--- config.mk ---
export PLATFORM = sky130hd
export DESIGN_NAME = if_stage
export DESIGN_NICKNAME = d
export VERILOG_FILES = /design/src/rtl/if_stage.sv
export SDC_FILE = /design/constraint.sdc
export NUM_CORES = 1
export LEC_CHECK = 0
export CORE_UTILIZATION = 43
export DETAILED_ROUTE_END_ITERATION = 16
export PLACE_DENSITY = 0.75
export RECOVER_POWER = 100
export SLEW_MARGIN = 40
export SYNTH_ARGS = -nofsm -noshare
export SYNTH_HDL_FRONTEND = slang
export SYNTH_SLANG_ARGS = --single-unit
--- constraint.sdc ---
create_clock -name i_clk -period 5.93 [get_ports i_clk]
set_input_delay 1.186 -clock i_clk [delete_from_list [all_inputs] [get_ports i_clk]]
set_output_delay 1.186 -clock i_clk [all_outputs]
set_load 0.05 [all_outputs]
--- src/rtl/if_stage.sv ---
// Instruction-fetch stage: owns the PC, runs the instruction-memory request
// handshake and loads the IF/ID register, honouring redirect > stall > advance.
module if_stage #(
  parameter logic [31:0] RESET_PC = 32'h0000_3000
) (
  input  logic        i_clk,
  input  logic        i_rst,
  input  logic [31:0] i_npc,
  input  logic        i_redirect,
  input  logic        i_stall,
  output logic        o_imem_req,
  output logic [31:0] o_imem_addr,
  input  logic [31:0] i_imem_rdata,
  input  logic        i_imem_ready,
  output logic [31:0] o_pc_if,
  output logic [31:0] o_pc_add4,
  output logic [31:0] o_ifid_instr,
  output logic [31:0] o_ifid_pc4,
  output logic        o_ifid_valid
);

  localparam logic [1:0] FETCH = 2'd0;
  localparam logic [1:0] DRAIN = 2'd1;
  localparam logic [1:0] HOLD  = 2'd2;

  logic [1:0]  r_state;
  logic [31:0] r_pc;
  logic [31:0] r_pend_pc;
  logic [31:0] r_hold_buf;
  logic [31:0] r_ifid_instr;
  logic [31:0] r_ifid_pc4;
  logic        r_ifid_valid;

  logic [31:0] w_pc_add4;
  logic [31:0] w_npc_aligned;

  // Masking rather than slicing keeps every npc bit in use while forcing word alignment.
  assign w_npc_aligned = i_npc & 32'hFFFF_FFFC;
  assign w_pc_add4     = r_pc + 32'd4;

  // pc_if never moves while a request is outstanding, so it is always the request address.
  assign o_imem_req   = !i_rst && (r_state != HOLD);
  assign o_imem_addr  = r_pc;
  assign o_pc_if      = r_pc;
  assign o_pc_add4    = w_pc_add4;
  assign o_ifid_instr = r_ifid_instr;
  assign o_ifid_pc4   = r_ifid_pc4;
  assign o_ifid_valid = r_ifid_valid;

  always_ff @(posedge i_clk or posedge i_rst) begin
    if (i_rst) begin
      r_state      <= FETCH;
      r_pc         <= RESET_PC;
      r_pend_pc    <= 32'd0;
      r_hold_buf   <= 32'd0;
      r_ifid_instr <= 32'd0;
      r_ifid_pc4   <= 32'd0;
      r_ifid_valid <= 1'b0;
    end else begin
      case (r_state)
        FETCH: begin
          if (i_redirect) begin
            r_ifid_valid <= 1'b0;
            if (i_imem_ready) begin
              r_pc <= w_npc_aligned;
            end else begin
              r_pend_pc <= w_npc_aligned;
              r_state   <= DRAIN;
            end
          end else if (i_imem_ready) begin
            if (!i_stall) begin
              r_ifid_instr <= i_imem_rdata;
              r_ifid_pc4   <= w_pc_add4;
              r_ifid_valid <= 1'b1;
              r_pc         <= w_pc_add4;
            end else begin
              r_hold_buf <= i_imem_rdata;
              r_state    <= HOLD;
            end
          end else if (!i_stall) begin
            r_ifid_valid <= 1'b0;
          end
        end
        // The in-flight word is thrown away; a same-cycle redirect beats the pending target.
        DRAIN: begin
          r_ifid_valid <= 1'b0;
          if (i_redirect) begin
            r_pend_pc <= w_npc_aligned;
          end
          if (i_imem_ready) begin
            r_pc    <= i_redirect ? w_npc_aligned : r_pend_pc;
            r_state <= FETCH;
          end
        end
        HOLD: begin
          if (i_redirect) begin
            r_pc         <= w_npc_aligned;
            r_ifid_valid <= 1'b0;
            r_state      <= FETCH;
          end else if (!i_stall) begin
            r_ifid_instr <= r_hold_buf;
            r_ifid_pc4   <= w_pc_add4;
            r_ifid_valid <= 1'b1;
            r_pc         <= w_pc_add4;
            r_state      <= FETCH;
          end
        end
        default: begin
          r_state <= FETCH;
        end
      endcase
    end
  end

endmodule

; ---- After elaboration in Yosys (flattened, before gate mapping)
; Index checks and enable logic that the tools add are counted.
[totals]
ff_bits = 163
latch_bits = 0
mem_bits_rw = 0
romBits = 0
word_cells = 74
n_memories = 0
[classes]
addsub = 1
multipliers = 0
div = 0
n_lt_le_gt_ge = 0
n_eq_ne = 16
n_shift = 0
n_mux = 36
bitwise_logic = 1
reduce_logical = 13
[ops]
columns = cell, count
row1 = $mux W32, 18
row2 = $pmux W32 S2, 3
row3 = $pmux W32 S3, 1
row4 = $add A32 B3 Y32 const B, 1
row5 = $ne A2 B2 Y1 const B, 9
row6 = $mux W2, 7
row7 = $ne A3 B3 Y1 const B, 4
row8 = $reduce_and A4 Y1, 2
row9 = $pmux W2 S3, 1
row10 = $reduce_and A3 Y1, 2
row11 = $reduce_and A6 Y1, 1
row12 = $mux W1, 5
row13 = $reduce_and A5 Y1, 1
row14 = $ne A4 B4 Y1 const B, 1
row15 = $reduce_bool A2 Y1, 2
row16 = $pmux W1 S3, 1
row17 = $reduce_bool A3 Y1, 1
row18 = $eq A2 B1 Y1 const B, 1
row19 = $eq A2 B2 Y1 const B, 1
row20 = $logic_not A2 Y1, 1
row21 = $reduce_and A2 Y1, 1
row22 = $logic_and A1 B1 Y1, 1
row23 = $logic_not A1 Y1, 1
row24 = $not A1 Y1, 1

; ---- Logic depth before layout (Yosys ltp)
; Gate-level depths: netlist (run 1).
[logic_depth]
word_depth = 5
depth_mapped = 10
ltp_nobuf = 7

; ---- Least setup slack after synthesis (run 1)
; Ideal clock, no wire load.
[synth_path]
path_kind = reg-to-output
start = reg r_pc[2], in the netlist o_imem_addr[2]
end = out o_pc_add4[27]
t_arrival_ps = 2758
slack_ps = 1986
path_stages_with_launch = 6
n_path_buf = 1
path_cell_list = dfrtp_1 -> nand2_1 -> or4_1 -> buf_2 -> nor4_4 -> xor2_1
[synth_via]
elab_chain_len = 1
[synth_lines]
columns = item, line
row1 = start: declaration, 27  ; logic [31:0] r_pc;
row2 = start signal: assignment, 65  ; r_pc <= w_npc_aligned;
row3 = start signal: assignment, 75  ; r_pc <= w_pc_add4;
row4 = start signal: assignment, 91  ; r_pc <= i_redirect ? w_npc_aligned : r_pend_pc;
row5 = $add A32 B3 Y32, 39  ; assign w_pc_add4 = r_pc + 32'd4;
row6 = end: declaration, 16  ; output logic [31:0] o_pc_add4,
; No other way between the ends.

; ---- Final worst setup path (run 1)
[layout_path]
start = reg r_pc[2], in the netlist o_imem_addr[2]
end = out o_pc_add4[28]
; Same word-level chain as after synthesis.

==> results of run 1 <==
## metrics by stage
stage / worst slack [ns] / utilization [%] / hold slack (ns) / area, µm² / std cells
after floorplan: 0.3423 / - / 0.4540 / 7936 / 721
after global placement: 1.559 / 56.43 / 0.4613 / 10170 / 1110
after detailed placement: 1.489 / 56.58 / 0.4694 / 10200 / 1111
after CTS: 1.025 / 60.08 / 0.4851 / 10830 / 1143
after global routing: 0.5024 / 59.94 / 0.4929 / 10800 / 1143
final: 0.9059 / 59.94 / 0.4706 / 10800 / 1143
## layer usage
layer	track usage [%]	vias up	wire length, µm
li1	-	2907	-
met1	28.01	3074	8955
met2	38.33	175	10520
met3	4.276	24	896
met4	7.609	0	311
met5	0	-	0
## layout by cell type, fill, tap and decap left out, types with 6 or more instances in the layout
cell type / n
nand2b_1: 6
clkbuf_1: 6
dlygate4sd3_1: 164
mux2i_1: 36
dfrtp_1: 161
nand2_1: 63
nor2_1: 26
mux2_2: 88
and3_1: 9
xnor2_1: 16
o211ai_1: 7
nor3_1: 7
nand3_1: 27
xor2_1: 10
o21ai_0: 62
clkbuf_16: 17
clkdlybuf4s50_1: 63
a32o_1: 6
a21oi_1: 28
inv_1: 17
## synth_stat cells, drive strengths merged, types with 2 or more instances
library cell | number | share of area [%]
dfrtp | 161 | 51
mux2 | 92 | 13
o21ai | 64 | 4.0
nand2 | 63 | 3.0
buf | 44 | 3.7
mux2i | 36 | 4.5
clkbuf | 31 | 1.5
a21oi | 28 | 1.8
nand3 | 28 | 1.8
nor2 | 26 | 1.2
inv | 18 | 0.85
xnor2 | 17 | 2.0
xor2 | 10 | 1.1
and3 | 9 | 0.71
nor3 | 9 | 0.57
o211ai | 7 | 0.66
a32o | 6 | 0.76
nand2b | 6 | 0.47
nor4 | 6 | 0.74
a221o | 5 | 0.63
ha | 5 | 0.79
and2 | 4 | 0.32
a222oi | 3 | 0.38
a22o | 3 | 0.33
and4 | 3 | 0.33
o2bb2ai | 3 | 0.33
or3 | 3 | 0.24
a221oi | 2 | 0.22
a31oi | 2 | 0.16
a41oi | 2 | 0.22
dfstp | 2 | 0.66
nand4 | 2 | 0.16
o21bai | 2 | 0.19
o22ai | 2 | 0.16
o31a | 2 | 0.22
o31ai | 2 | 0.19
or2 | 2 | 0.16
or4 | 2 | 0.19
## state kept, by name, indices dropped and copies added (netlist names)
name,count
o_ifid_instr,32
o_ifid_pc4,32
o_ifid_valid,1
o_imem_addr,32
r_hold_buf,32
r_pend_pc,32
r_state,2
## worst reg2reg max path: stages (launching register included)
cell      delay [ns]
dfrtp_1         0.45
inv_1           0.11
ha_1            0.22
clkbuf_1        1.88
nand2b_1        0.15
a211o_1         0.95
buf_12          0.45
mux2_1          0.37
## how the worst max path moves through the flow
stage                                from  depth (start not counted)  slack [ns]                          end
6_report       o_imem_addr[2]$_DFFE_PP0P_                          6        0.91                o_pc_add4[28]
5_1_grt                             i_rst                          3        0.50  o_imem_addr[29]$_DFFE_PP0P_
4_1_cts        o_imem_addr[2]$_DFFE_PP0P_                          6        1.02                o_pc_add4[26]
3_5_place_dp   o_imem_addr[2]$_DFFE_PP0P_                          6        1.49                o_pc_add4[26]
3_3_place_gp   o_imem_addr[2]$_DFFE_PP0P_                          6        1.56                o_pc_add4[28]
2_1_floorplan                       i_rst                          1        0.34  o_ifid_instr[0]$_DFFE_PP0P_
## cell families (layout without fill, tap and decap cells)
| kind of cell | count (synthesis) | after routing | synth area share (%) |
|---|---|---|---|
| adder cells (fa/ha/maj) | 5 | 5 | 0.7883 |
| flip-flops | 163 | 163 | 51.43 |
| buffers and inverters | 93 | 286 | 6.022 |
| XOR/XNOR | 27 | 27 | 3.074 |
| multiplexers | 128 | 128 | 17.59 |
| AND/OR/NAND/NOR | 164 | 164 | 9.995 |
| AO/OA/AOI/OAI | 141 | 141 | 11.10 |
## layout make-up
cell class | instances | area (µm²) | share of cell area (%)
flip-flops and latches | 163 | 4081 | 37.78
clock buffers | 21 | 480.5 | 4.447
clock inverters | 11 | 150.1 | 1.390
well taps | 229 | 286.5 | 2.652
repair buffers | 236 | 2335 | 21.61
multi-input cells | 465 | 3396 | 31.43
inverters | 18 | 75.07 | 0.6948
==> summary.txt, run 1 <==
====================================================================================
Run status                                                              complete, but fails checks
Violated checks                                                         max-capacitance violations, max-slew violations
Total wire length                                                          20,680 µm
Endpoint class of the critical path                                       output pin
Layout Nets                                                                      975
Number of DRC markers after the initial detailed-route iteration                 360
Total Neg Setup Slack                                                           0 ns
Max-cap check violation count                                                      7
FMAX                                                                       199.0 MHz
H-tree Lvls                                                                        4
Number of CTS-inserted buffers                                                    17
Worst hold path endpoint                                                o_ifid_instr[5]$_DFFE_PP0P_
Aggregate global routing overflow                                                  0
Origin of the worst min-delay path                                      o_ifid_instr[5]$_DFFE_PP0P_
Slew @ Worst Pin                                                            2.898 ns
Unique masters post-synth                                                         55
RSZ-0062 raised after global routing                                           false
Die area                                                                  19,000 µm²
Count of antenna diodes in the layout                                              0
Cells resized by post-CTS repair                                                   0
Clock root cell                                                            clkbuf_16
R2r endpoint                                                            o_ifid_pc4[25]$_DFFE_PP0P_
Top-level I/O count                                                              231
Synthesized area per cell                                                  11.01 µm²
Worst hold path cell count                                                         2
Clock tree sinks                                                                 163
Crit path time final                                                        5.024 ns
Class of the worst hold path                                            flop to flop
Total via count after detailed routing                                         6,180
Vias in the first global route                                                 6,178
Largest fanout of any net on the critical path                                    10
CP arrival                                                                   3.84 ns
Worst Path Class, Setup                                                 flop to output pin
CTS tree                                                                       built
FF-to-FF Start                                                          r_state[0]$_DFFE_PP0P_
Synth Net Count                                                                  795
Via-per-instance ratio                                                         5.407
Crit start category                                                             flop
Filler Cells Inserted                                                          1,524
Total standard cell area after synthesis                                    7936 µm²
Share of flip-flops with an asynchronous set or reset after synthesis         100.0%
Setup slack, reg-to-reg                                                      1.24 ns
Clk slew on worst S/H paths                                                  0.06 ns
Slowest CP cell                                                         dlygate4sd3_1
Cell-by-cell listing of the critical path                               ha_1, nand4_1, nor3_1, nand3_1, xnor2_1, dlygate4sd3_1
Syn Inst Count                                                                   721
Total global-route track usage                                                22.32%
Yosys reg bits                                                                   163
Final routed wire length divided by cell count                              18.09 µm
Tcrit/Tclk final                                                              84.72%
Synth Flop Type                                                              dfrtp_1
Worst endpoint required time                                                 4.74 ns
Buffers and inverters on the worst path                                            1
Initial core utilization                                                      44.03%
Family of cells with the greatest summed delay on the critical path     simple AND/OR/NAND/NOR gates
Part of the Yosys area used for sequential elements                           51.43%
Global-route wire length before repair                                     32,420 µm
Count of buffers from port buffering                                             228
Cell count of the worst reg-to-reg path                                            7
Fraction of layout cells with a size suffix above 1                           14.66%
Number of setup violations in the final report                                     0
Number of hold violations in the final report                                      0
Die extent in x                                                             137.9 µm
Maximum number of pins on one net before global-route repair                     102
Final antenna-violating net count                                                  0
Placeable Area                                                            18,020 µm²
Final count of pins violating max slew                                           286
Buffer levels on the longest clock path                                            2
Worst setup skew after layout                                            0.008643 ns
Number of detailed-route iterations in the first pass                              4
Number of synthesis warnings                                                       0
Core Rows                                                                         49
Max_slew headroom                                                            -93.23%
DPL Wire Length                                                            14,000 µm
CTS hold repair buffers                                                            0
Post-detailed-route DRC marker count                                               0
Clock latency of the later-clocked register in the worst-skew pair           0.42 ns
Antenna violations before repair                                                   0
Post-synth EDFFs                                                                   0
Final weighted congestion in routability-driven placement                     0.7980
Delay of the slowest critical-path stage                                     0.91 ns
Area added between synthesis and finish                                       36.13%
Count of buffers added by post-CTS timing repair for setup                         0
Floorplan die height                                                        137.9 µm
====================================================================================
Power of run 1 is not shown: default switching activity piles up to over one toggle a cycle in this logic, so the estimate is an artifact.
==> inputs of run 2 (changes only) <==
--- a/config.mk
+++ b/config.mk
@@ -5,7 +5,7 @@
 export SDC_FILE = /design/constraint.sdc
 export NUM_CORES = 1
 export LEC_CHECK = 0
-export CORE_UTILIZATION = 43
+export CORE_UTILIZATION = 45
 export DETAILED_ROUTE_END_ITERATION = 16
 export PLACE_DENSITY = 0.75
 export RECOVER_POWER = 100
==> constraint.sdc (replaced) <==
create_clock -name i_clk -period 5.2 [get_ports i_clk]
set_input_delay 1.04 -clock i_clk [delete_from_list [all_inputs] [get_ports i_clk]]
set_output_delay 1.04 -clock i_clk [all_outputs]
set_load 0.05 [all_outputs]
==> run 2 against run 1 <==
The flow still finishes with violations (max-capacitance violations, max-slew violations). Non-clock buffer count grew 6. Cell area shrank 0.35%. Routed wire length shrank 0.18%. Clock-buffer cell count shrank 3. Via count grew 2.3%. Final cell count grew 0.26%. Critical path type unchanged.
==> summary.txt, run 2 (same netlist as run 1, synthesis figures left out) <==
==================================================================================
Run status                                                            complete, but fails checks
Violated checks                                                       max-capacitance violations, max-slew violations
Design Area, Final                                                      10,770 µm²
Crit path time final                                                      4.756 ns
Fin cells                                                                    1,146
Core Rows                                                                       48
Tcrit/Tclk final                                                            91.47%
Aggregate global routing overflow                                                0
FF-to-FF Start                                                        r_state[0]$_DFFE_PP0P_
Layout Nets                                                                    981
Largest fanout of any net on the critical path                                  10
Initial core utilization                                                    46.04%
Top-level I/O count                                                            231
Count of buffers from port buffering                                           228
Cell count of the worst reg-to-reg path                                          8
CTS hold repair buffers                                                          0
Die extent in x                                                           134.8 µm
Final count of pins violating max slew                                         105
Maximum number of pins on one net before global-route repair                    89
Number of DRC markers after the initial detailed-route iteration               432
RSZ-0062 raised after global routing                                         false
Endpoint class of the critical path                                     output pin
Crit path depth                                                                  6
Worst endpoint required time                                               4.16 ns
Setup slack, reg-to-reg                                                    0.51 ns
Final antenna-violating net count                                                0
Clock root cell                                                          clkbuf_16
Number of hold violations in the final report                                    0
Fraction of layout cells with a size suffix above 1                         14.89%
Total global-route track usage                                              23.18%
Clock latency of the later-clocked register in the worst-skew pair         0.43 ns
Via-per-instance ratio                                                       5.517
FMAX                                                                     210.3 MHz
Final routed wire length divided by cell count                            18.01 µm
Worst setup skew after layout                                          0.007657 ns
Antenna violations before repair                                                 1
Cells resized by post-CTS repair                                                 0
Buffers and inverters on the worst path                                          1
Clk slew on worst S/H paths                                                0.06 ns
CP arrival                                                                 3.72 ns
Cell-by-cell listing of the critical path                             ha_1, nand4_1, nor3_1, nand3_1, xnor2_1, dlygate4sd3_1
Slowest CP cell                                                       dlygate4sd3_1
Dpl cells                                                                    1,113
Area added between synthesis and finish                                     35.66%
Capturing instance or port of the critical path                       o_pc_add4[26]
Class of the worst hold path                                          flop to flop
Buffer levels on the longest clock path                                          2
Number of setup violations in the final report                                   0
Slew @ Worst Pin                                                          2.559 ns
Vias in the first global route                                               6,083
Post-detailed-route DRC marker count                                             0
Die area                                                                18,170 µm²
Family of cells with the greatest summed delay on the critical path   simple AND/OR/NAND/NOR gates
Number of CTS-inserted buffers                                                  17
Post-Place Cell Area                                                    10,270 µm²
Floorplan die height                                                      134.8 µm
Crit start category                                                           flop
Total Neg Setup Slack                                                         0 ns
Total via count after detailed routing                                       6,322
Max-cap check violation count                                                    3
Most common library cell in the layout ignoring fill and taps         dlygate4sd3_1
CTS tree                                                                     built
Leading cell types in the layout, fill and taps excluded              dlygate4sd3_1, dfrtp_1, mux2_2
Worst Path Class, Setup                                               flop to output pin
Max_slew headroom                                                          -70.57%
Clock tree sinks                                                               163
Final weighted congestion in routability-driven placement                   0.7706
Placeable Area                                                          17,240 µm²
Global-route wire length before repair                                   32,470 µm
DPL Wire Length                                                          14,240 µm
Filler Cells Inserted                                                        1,413
Critical Path Start                                                   o_imem_addr[2]$_DFFE_PP0P_
H-tree Lvls                                                                      4
Delay of the slowest critical-path stage                                   0.90 ns
R2r endpoint                                                          o_ifid_pc4[1]$_DFFE_PP0P_
Total wire length                                                        20,640 µm
Number of detailed-route iterations in the first pass                            5
Count of buffers added by post-CTS timing repair for setup                       0
==================================================================================
## run 2: changes by cell type in the layout (fill, tap and decap cells not counted), moves of 2 or more
cell	change
buf_4	+2
clkbuf_1	+2
clkbuf_8	-3
clkinv_4	+2
clkinvlp_4	-2
inv_6	+3
nor3_1	+2
nor3_2	-2
o21ai_0	-3
o21ai_1	+3
## run 2: worst min-delay path by stage
| stage | start | end | cells past startpoint |
|---|---|---|---|
| floorplan | r_pend_pc[0]$_DFFE_PP0P_ | r_pend_pc[0]$_DFFE_PP0P_ | 1 |
| global placement | o_ifid_instr[23]$_DFFE_PP0P_ | o_ifid_instr[23]$_DFFE_PP0P_ | 2 |
| detailed placement | o_ifid_instr[17]$_DFFE_PP0P_ | o_ifid_instr[17]$_DFFE_PP0P_ | 2 |
| CTS | o_ifid_instr[20]$_DFFE_PP0P_ | o_ifid_instr[20]$_DFFE_PP0P_ | 2 |
| global route | o_ifid_instr[12]$_DFFE_PP0P_ | o_ifid_instr[12]$_DFFE_PP0P_ | 2 |
| finish | o_ifid_instr[17]$_DFFE_PP0P_ | o_ifid_instr[17]$_DFFE_PP0P_ | 2 |
## run 2: final cells by class
class                      count  area [µm²]  share of cell area, %
antenna                        1       2.502                0.02324
clock buffer                  18       439.2                  4.079
clock inverter                14       153.9                  1.429
inverter                      18       68.82                 0.6392
multi-input combinational    465        3377                  31.37
sequential                   163        4081                  37.91
tap                          225       281.5                  2.615
timing repair buffer         242        2362                  21.94
## run 2: tightest hold or removal path, delay by kind of cell (launching register included)
kind / cells / cell delay [ns]
flip-flops: 1 / 0.34
AO/OA/AOI/OAI: 1 / 0.06
AND/OR/NAND/NOR: 1 / 0.04
## run 2: metal layers
layer / vias to the layer above / share of wire, % / track usage, % / wire (µm)
met3: 44 / 5.2 / 4.842 / 1077
met4: 0 / 3.1 / 11.11 / 641
met1: 3164 / 43 / 30.21 / 8928
met5: - / 0 / 0 / 0
met2: 202 / 48 / 36.91 / 9997
li1: 2912 / - / - / -
## run 2: metrics by stage
step	hold slack, ns	util [%]	setup WS (ns)
6_report	0.4738	62.46	0.4438
5_1_grt	0.5053	62.45	0.1716
2_1_floorplan	0.4540	-	1.403
3_5_place_dp	0.4696	59.58	0.9698
4_1_cts	0.4844	63.02	0.5029
3_3_place_gp	0.4615	59.10	0.9543
Power of run 2 is left out for the same reason.
==> inputs of run 3 (changes only) <==
--- a/config.mk
+++ b/config.mk
@@ -6,6 +6,7 @@
 export NUM_CORES = 1
 export LEC_CHECK = 0
 export CORE_UTILIZATION = 45
+export CTS_CLUSTER_SIZE = 12
 export DETAILED_ROUTE_END_ITERATION = 16
 export PLACE_DENSITY = 0.75
 export RECOVER_POWER = 100
==> results of run 3 <==
Final layout, timing and power as in run 2 (identical DEF).
Power of run 3 is left out for the same reason.
